$ cat config.mk
export PLATFORM = sky130hd
export DESIGN_NAME = mips_exec_mem_unit
export DESIGN_NICKNAME = d
export VERILOG_FILES = /design/src/rtl/mips_pkg.sv /design/src/rtl/alu_32bit.sv /design/src/rtl/mips_exec_mem_unit.sv
export SDC_FILE = /design/constraint.sdc
export NUM_CORES = 2
export LEC_CHECK = 0
export ABC_AREA = 1
export BUFFER_PORTS_ARGS = -buffer_cell sky130_fd_sc_hd__buf_2
export CAP_MARGIN = 5
export CORE_MARGIN = 5
export CORE_UTILIZATION = 55
export CTS_CLUSTER_DIAMETER = 150
export DETAILED_ROUTE_END_ITERATION = 16
export PLACE_DENSITY_LB_ADDON = 0.2
export RECOVER_POWER = 100
export SLEW_MARGIN = 5
export SYNTH_ARGS = -nofsm -noshare
export SYNTH_HDL_FRONTEND = slang
export SYNTH_SLANG_ARGS = --single-unit
$ cat constraint.sdc
create_clock -name clk -period 4.9 [get_ports clk]
set_input_delay 0.245 -clock clk [delete_from_list [all_inputs] [get_ports clk]]
set_output_delay 0.245 -clock clk [all_outputs]
set_load 0.03 [all_outputs]
$ cat src/rtl/mips_pkg.sv
// Shared encodings for the single-cycle MIPS execute/memory slice: opcodes,
// R-type function codes, ALU operation codes and next-PC select values.
package mips_pkg;

    localparam logic [5:0] OP_RTYPE = 6'h00;
    localparam logic [5:0] OP_J     = 6'h02;
    localparam logic [5:0] OP_BEQ   = 6'h04;
    localparam logic [5:0] OP_ADDI  = 6'h08;
    localparam logic [5:0] OP_SLTI  = 6'h0A;
    localparam logic [5:0] OP_ANDI  = 6'h0C;
    localparam logic [5:0] OP_ORI   = 6'h0D;
    localparam logic [5:0] OP_LW    = 6'h23;
    localparam logic [5:0] OP_SW    = 6'h2B;

    localparam logic [5:0] FN_SLL = 6'h00;
    localparam logic [5:0] FN_SRL = 6'h02;
    localparam logic [5:0] FN_ADD = 6'h20;
    localparam logic [5:0] FN_SUB = 6'h22;
    localparam logic [5:0] FN_AND = 6'h24;
    localparam logic [5:0] FN_OR  = 6'h25;
    localparam logic [5:0] FN_NOR = 6'h27;
    localparam logic [5:0] FN_SLT = 6'h2A;

    typedef enum logic [3:0] {
        ALU_AND = 4'b0000,
        ALU_OR  = 4'b0001,
        ALU_ADD = 4'b0010,
        ALU_SUB = 4'b0110,
        ALU_SLT = 4'b0111,
        ALU_SLL = 4'b1000,
        ALU_SRL = 4'b1001,
        ALU_NOR = 4'b1100
    } alu_op_e;

    localparam logic [1:0] JSEL_PC4    = 2'b00;
    localparam logic [1:0] JSEL_BRANCH = 2'b01;
    localparam logic [1:0] JSEL_JUMP   = 2'b10;

endpackage

$ cat src/rtl/alu_32bit.sv
// Purely combinational 32-bit ALU with zero flag. Shifts act on shift_src
// (the rt register) by shamt, independent of the operand-B mux.
module alu_32bit
    import mips_pkg::*;
(
    input  logic [3:0]  alu_op,
    input  logic [31:0] op_a,
    input  logic [31:0] op_b,
    input  logic [31:0] shift_src,
    input  logic [4:0]  shamt,
    output logic [31:0] result,
    output logic        zero
);

    always_comb begin
        result = '0;
        case (alu_op)
            ALU_AND: result = op_a & op_b;
            ALU_OR:  result = op_a | op_b;
            ALU_ADD: result = op_a + op_b;
            ALU_SUB: result = op_a - op_b;
            ALU_SLT: result = ($signed(op_a) < $signed(op_b)) ? 32'd1 : 32'd0;
            ALU_NOR: result = ~(op_a | op_b);
            ALU_SLL: result = shift_src << shamt;
            ALU_SRL: result = shift_src >> shamt;
            default: result = '0;
        endcase
    end

    assign zero = (result == '0);

endmodule

$ cat src/rtl/mips_exec_mem_unit.sv
// Control decode, ALU and word-addressed data memory of the single-cycle core.
// All outputs are combinational in the inputs and the current memory contents.
module mips_exec_mem_unit
    import mips_pkg::*;
#(
    parameter int DEPTH = 64
) (
    input  logic        clk,
    input  logic        reset,
    input  logic [5:0]  opcode,
    input  logic [5:0]  func,
    input  logic [4:0]  shamt,
    input  logic [31:0] reg_a,
    input  logic [31:0] reg_b,
    input  logic [31:0] imm,
    output logic [3:0]  alu_control,
    output logic        reg_write,
    output logic        mem_read,
    output logic        mem_write,
    output logic        reg_dst,
    output logic        branch,
    output logic        jump,
    output logic        alu_src,
    output logic [1:0]  jump_sel,
    output logic [31:0] alu_result,
    output logic        zero,
    output logic [31:0] read_data
);

    localparam int AW = $clog2(DEPTH);

    alu_op_e      dec_alu_op;
    logic         dec_reg_write;
    logic         dec_mem_write;
    logic [31:0]  op_b;
    logic [AW-1:0] mem_idx;
    logic [31:0]  mem [DEPTH];

    always_comb begin
        dec_alu_op    = ALU_ADD;
        dec_reg_write = 1'b0;
        dec_mem_write = 1'b0;
        mem_read      = 1'b0;
        reg_dst       = 1'b0;
        branch        = 1'b0;
        jump          = 1'b0;
        alu_src       = 1'b0;
        case (opcode)
            OP_RTYPE: begin
                // Strobes only assert for a recognised func; otherwise the op is a no-op.
                reg_dst       = 1'b1;
                dec_reg_write = 1'b1;
                case (func)
                    FN_ADD:  dec_alu_op = ALU_ADD;
                    FN_SUB:  dec_alu_op = ALU_SUB;
                    FN_AND:  dec_alu_op = ALU_AND;
                    FN_OR:   dec_alu_op = ALU_OR;
                    FN_NOR:  dec_alu_op = ALU_NOR;
                    FN_SLT:  dec_alu_op = ALU_SLT;
                    FN_SLL:  dec_alu_op = ALU_SLL;
                    FN_SRL:  dec_alu_op = ALU_SRL;
                    default: begin
                        reg_dst       = 1'b0;
                        dec_reg_write = 1'b0;
                    end
                endcase
            end
            OP_LW: begin
                alu_src       = 1'b1;
                mem_read      = 1'b1;
                dec_reg_write = 1'b1;
            end
            OP_SW: begin
                alu_src       = 1'b1;
                dec_mem_write = 1'b1;
            end
            OP_ADDI, OP_ANDI, OP_ORI, OP_SLTI: begin
                alu_src       = 1'b1;
                dec_reg_write = 1'b1;
                case (opcode)
                    OP_ANDI: dec_alu_op = ALU_AND;
                    OP_ORI:  dec_alu_op = ALU_OR;
                    OP_SLTI: dec_alu_op = ALU_SLT;
                    default: dec_alu_op = ALU_ADD;
                endcase
            end
            OP_BEQ: begin
                branch     = 1'b1;
                dec_alu_op = ALU_SUB;
            end
            OP_J: jump = 1'b1;
            default: ;
        endcase
    end

    assign alu_control = dec_alu_op;
    assign reg_write   = dec_reg_write & reset;
    assign mem_write   = dec_mem_write & reset;
    assign jump_sel    = jump            ? JSEL_JUMP   :
                         (branch & zero) ? JSEL_BRANCH : JSEL_PC4;

    assign op_b = alu_src ? imm : reg_b;

    alu_32bit u_alu (
        .alu_op    (alu_control),
        .op_a      (reg_a),
        .op_b      (op_b),
        .shift_src (reg_b),
        .shamt     (shamt),
        .result    (alu_result),
        .zero      (zero)
    );

    // Byte address, word granularity; upper bits beyond the array simply alias.
    assign mem_idx = alu_result[AW+1:2];

    always_ff @(posedge clk or negedge reset) begin
        if (!reset) begin
            for (int i = 0; i < DEPTH; i++) mem[i] <= '0;
        end else if (dec_mem_write) begin
            mem[mem_idx] <= reg_b;
        end
    end

    assign read_data = mem_read ? mem[mem_idx] : '0;

endmodule

==> run_results.csv <==
group,metric,value,unit
run_status,status,"complete, but fails checks",
run_status,violations,"negative hold slack, max-capacitance violations, max-slew violations, negative setup slack",
pwr,internal_power,33260,uW
global_routing,met1_usage,54.36,%
placed_design,dp_slack,-945.9,ps
finish,syn_to_final_growth,20.81,%
pwr,pwr-share-clk,32.6,%
finish,final_common_cell,"nand2_1",
global_routing,grt_max_degree,188,
job,cap_violations,14,
die,num_rows,159,
timing,fin_crit_sh,101.1,%
route,viasPerCell,5.864,
worst_setup_path,crit_required,4660,ps
timing,setup_viol,18,
route,drt_pass1_iterations,7,
clock_network,cts_made_buffers,211,
global_routing,grtUsageMet3,8.867,%
logic_synthesis,ys_top_cells_by_area,"dfrtp_1 (49%), nand2_1 (17%), o21ai_0 (12%)",
placed_design,dp.cells,16788,
clock_network,cts_max_level,4,
worst_setup_path,cp_slowest_cell,"nor2_4",
clock_network,clk_pin_slew,60,ps
clock_network,cts_tree,"yes",
finish,drive_gt1_share,15.04,%
route,vias,101574,
global_routing,use_met2,59.82,%
finish,largestRegisters,"mem x2048",
logic_synthesis,synth_warnings,0,
timing,fin_setup_tns,-497.2,ps
finish,fin_nets,14853,
global_routing,grt_pass1_wl,601800,um
logic_synthesis,synth.net_count,14338,
die,die_y,444.4,um
route,wirelength,401800,um
timing,fmax,201.9,MHz
worst_setup_path,path_class,"in -> out",
logic_synthesis,avgSynthCellArea,7.351,um^2
pwr,p_sw_share,36.12,%
timing,rsz0062_at_grt,"true",
timing,slew_headroom,-133.8,%
pwr,peakVddDrop,342.1,uV
hold_path,hold_class,"in -> async",
die,core,187800,um^2
global_routing,gr-total-overflow,0,
logic_synthesis,synth_area_leader_cell,"dfrtp_1",
pwr,seqPwrFrac,33.8,%
die,io_pins,193,
pwr,p_switching,18810,uW
timing,tightest_slew,3507,ps
route,drcViolationCount,0,
finish,fin_cells,17323,
worst_setup_path,cp.arrival,4710,ps
logic_synthesis,yosysSeqAreaShare,49.38,%
logic_synthesis,synth_seq_cells,2048,
timing,fin_hold_ws,-59.61,ps
placed_design,place_congestion,1.055,
clock_network,cts-root-buf,"clkbuf_16",
route,drtAntennaViolNets,0,
timing,hold_viol,17,
finish,mostFrequentLayoutCells,"nand2_1 (4632), o21ai_0 (2326), dfrtp_1 (2048), nor2_1 (1071), buf_4 (930)",
placed_design,port_buffers,192,
logic_synthesis,synth.distinct_cells,49,
die,start_util,55.27,%
worst_setup_path,path_buf_inv,12,
clock_network,cts.sinks,2048,
route,drt_iter0_drc,12544,
worst_setup_path,endpoint_kind,"output port",
worst_setup_path,crit_family,"simple AND/OR/NAND/NOR gates",
timing,slew_violations,1423,
logic_synthesis,netlist_area,103800,um^2
logic_synthesis,yosys.area.top_type_share,49.38,%
logic_synthesis,synthesis.instances,14120,
worst_setup_path,cpPeakStageDelay,350,ps
timing,setup_slack,-53.26,ps
timing,period_needed,4953,ps
worst_setup_path,critPathLaunchType,"input port",
global_routing,grt_pass1_vias,95595,
die,die-area,197500,um^2
finish,top_register,"mem",
pwr,power_per_cell_area,415.3,nW/um^2
placed_design,dp_hpwl,265300,um
clock_network,clk_latency,890,ps
global_routing,antenna_found_initial,18,
global_routing,track_usage,39.86,%
die,die_w,444.4,um
pwr,leakage,0.06031,uW
route,wl_per_cell,23.20,um
global_routing,top_usage_layer,"met2",
pwr,pwr-share-comb,33.7,%
worst_setup_path,cp_max_fo,7,
worst_setup_path,r2r_setup_slack,4120,ps
finish,largest_reg_flops,2048,
clock_network,cts_buffer_depth,3,
timing,clock_skew,0,ps
[final timing paths]
path / startpoint / end / cells after the start
worst max-delay path: opcode[5] / read_data[1] / 35
worst min-delay path: reset / mem[18]$_DFFE_PN0P_ / 2
worst max register to register: mem[1557]$_DFFE_PN0P_ / mem[1557]$_DFFE_PN0P_ / 2
worst min register to register: mem[1313]$_DFFE_PN0P_ / mem[1313]$_DFFE_PN0P_ / 2
max in group asynchronous: reset / mem[816]$_DFFE_PN0P_ / 4
min in group clk: reg_b[10] / mem[426]$_DFFE_PN0P_ / 4
[routing by layer]
| layer | part of all wire (%) | vias up |
|---|---|---|
| met3 | 11 | 998 |
| met5 | 0.032 | - |
| li1 | - | 46283 |
| met1 | 39 | 48766 |
| met2 | 43 | 5517 |
| met4 | 6.3 | 10 |
[power groups by stage]
stage / logic, uW / clock network (uW) / registers [uW]
finish: 17500 / 17000 / 17600
global route: 18600 / 17800 / 17600
CTS: 16400 / 17100 / 17600
detailed placement: 15400 / 0 / 17900
global placement: 15400 / 0 / 17800
floorplan: 7670 / 0 / 17800
[cell usage after synthesis (all sizes together)]
master	instances
nand2	4790
o21ai	3051
dfrtp	2048
nor2	1191
clkbuf	900
inv	817
nand3	342
buf	219
a21oi	206
nand4	130
nand3b	129
ha	101
nor3	37
xor2	29
o211ai	24
o22ai	14
or2	14
o21bai	10
a31oi	7
o311ai	6
a211oi	5
a21boi	5
and3	5
mux2i	5
o21a	5
a21o	4
clkinv	4
o221ai	4
a221oi	3
o31ai	3
a22o	2
fa	2
nor4	2
a32oi	1
nor2b	1
o2111a	1
o2111ai	1
o221a	1
xnor2	1
[per-stage QoR]
| stage | total power [uW] | utilization (%) | instance area (um^2) |
|---|---|---|---|
| 2_1_floorplan | 25480 | - | 103900 |
| 3_5_place_dp | 33280 | 61.08 | 114700 |
| 5_1_grt | 54070 | 66.76 | 125400 |
| 3_3_place_gp | 33210 | 61.08 | 114700 |
| 6_report | 52070 | 66.77 | 125400 |
| 4_1_cts | 51040 | 66.13 | 124200 |
[cell families after synthesis]
kind of cell    synth area share (%)
mux                          0.04822
fa+ha+maj                      1.256
buf+inv                        7.188
xor+xnor                      0.2531
compound gates                 16.40
flops                          49.38
simple gates                   25.48
[cell type report]
type	instances	area, um^2
fill	15986	62410
timing repair inverter	2	16.27
antenna	9	22.52
multi-input combinational	10133	46930
clock inverter	69	998.5
clock buffer	328	6405
timing repair buffer	1418	13490
sequential	2048	51250
inverter	821	3152
tap	2495	3122
[what timing repair did]
item | in CTS | in global routing
hold endpoints to repair | 130 | 0
pin swaps | 60 | 96
cloned | 9 | 8
setup endpoints to repair | 37 | 35
buffers inserted | 67 | 48
hold buffers | 5 | 0
gates resized for setup | 357 | 271
No activity file was read; power rests on OpenSTA's default activity.
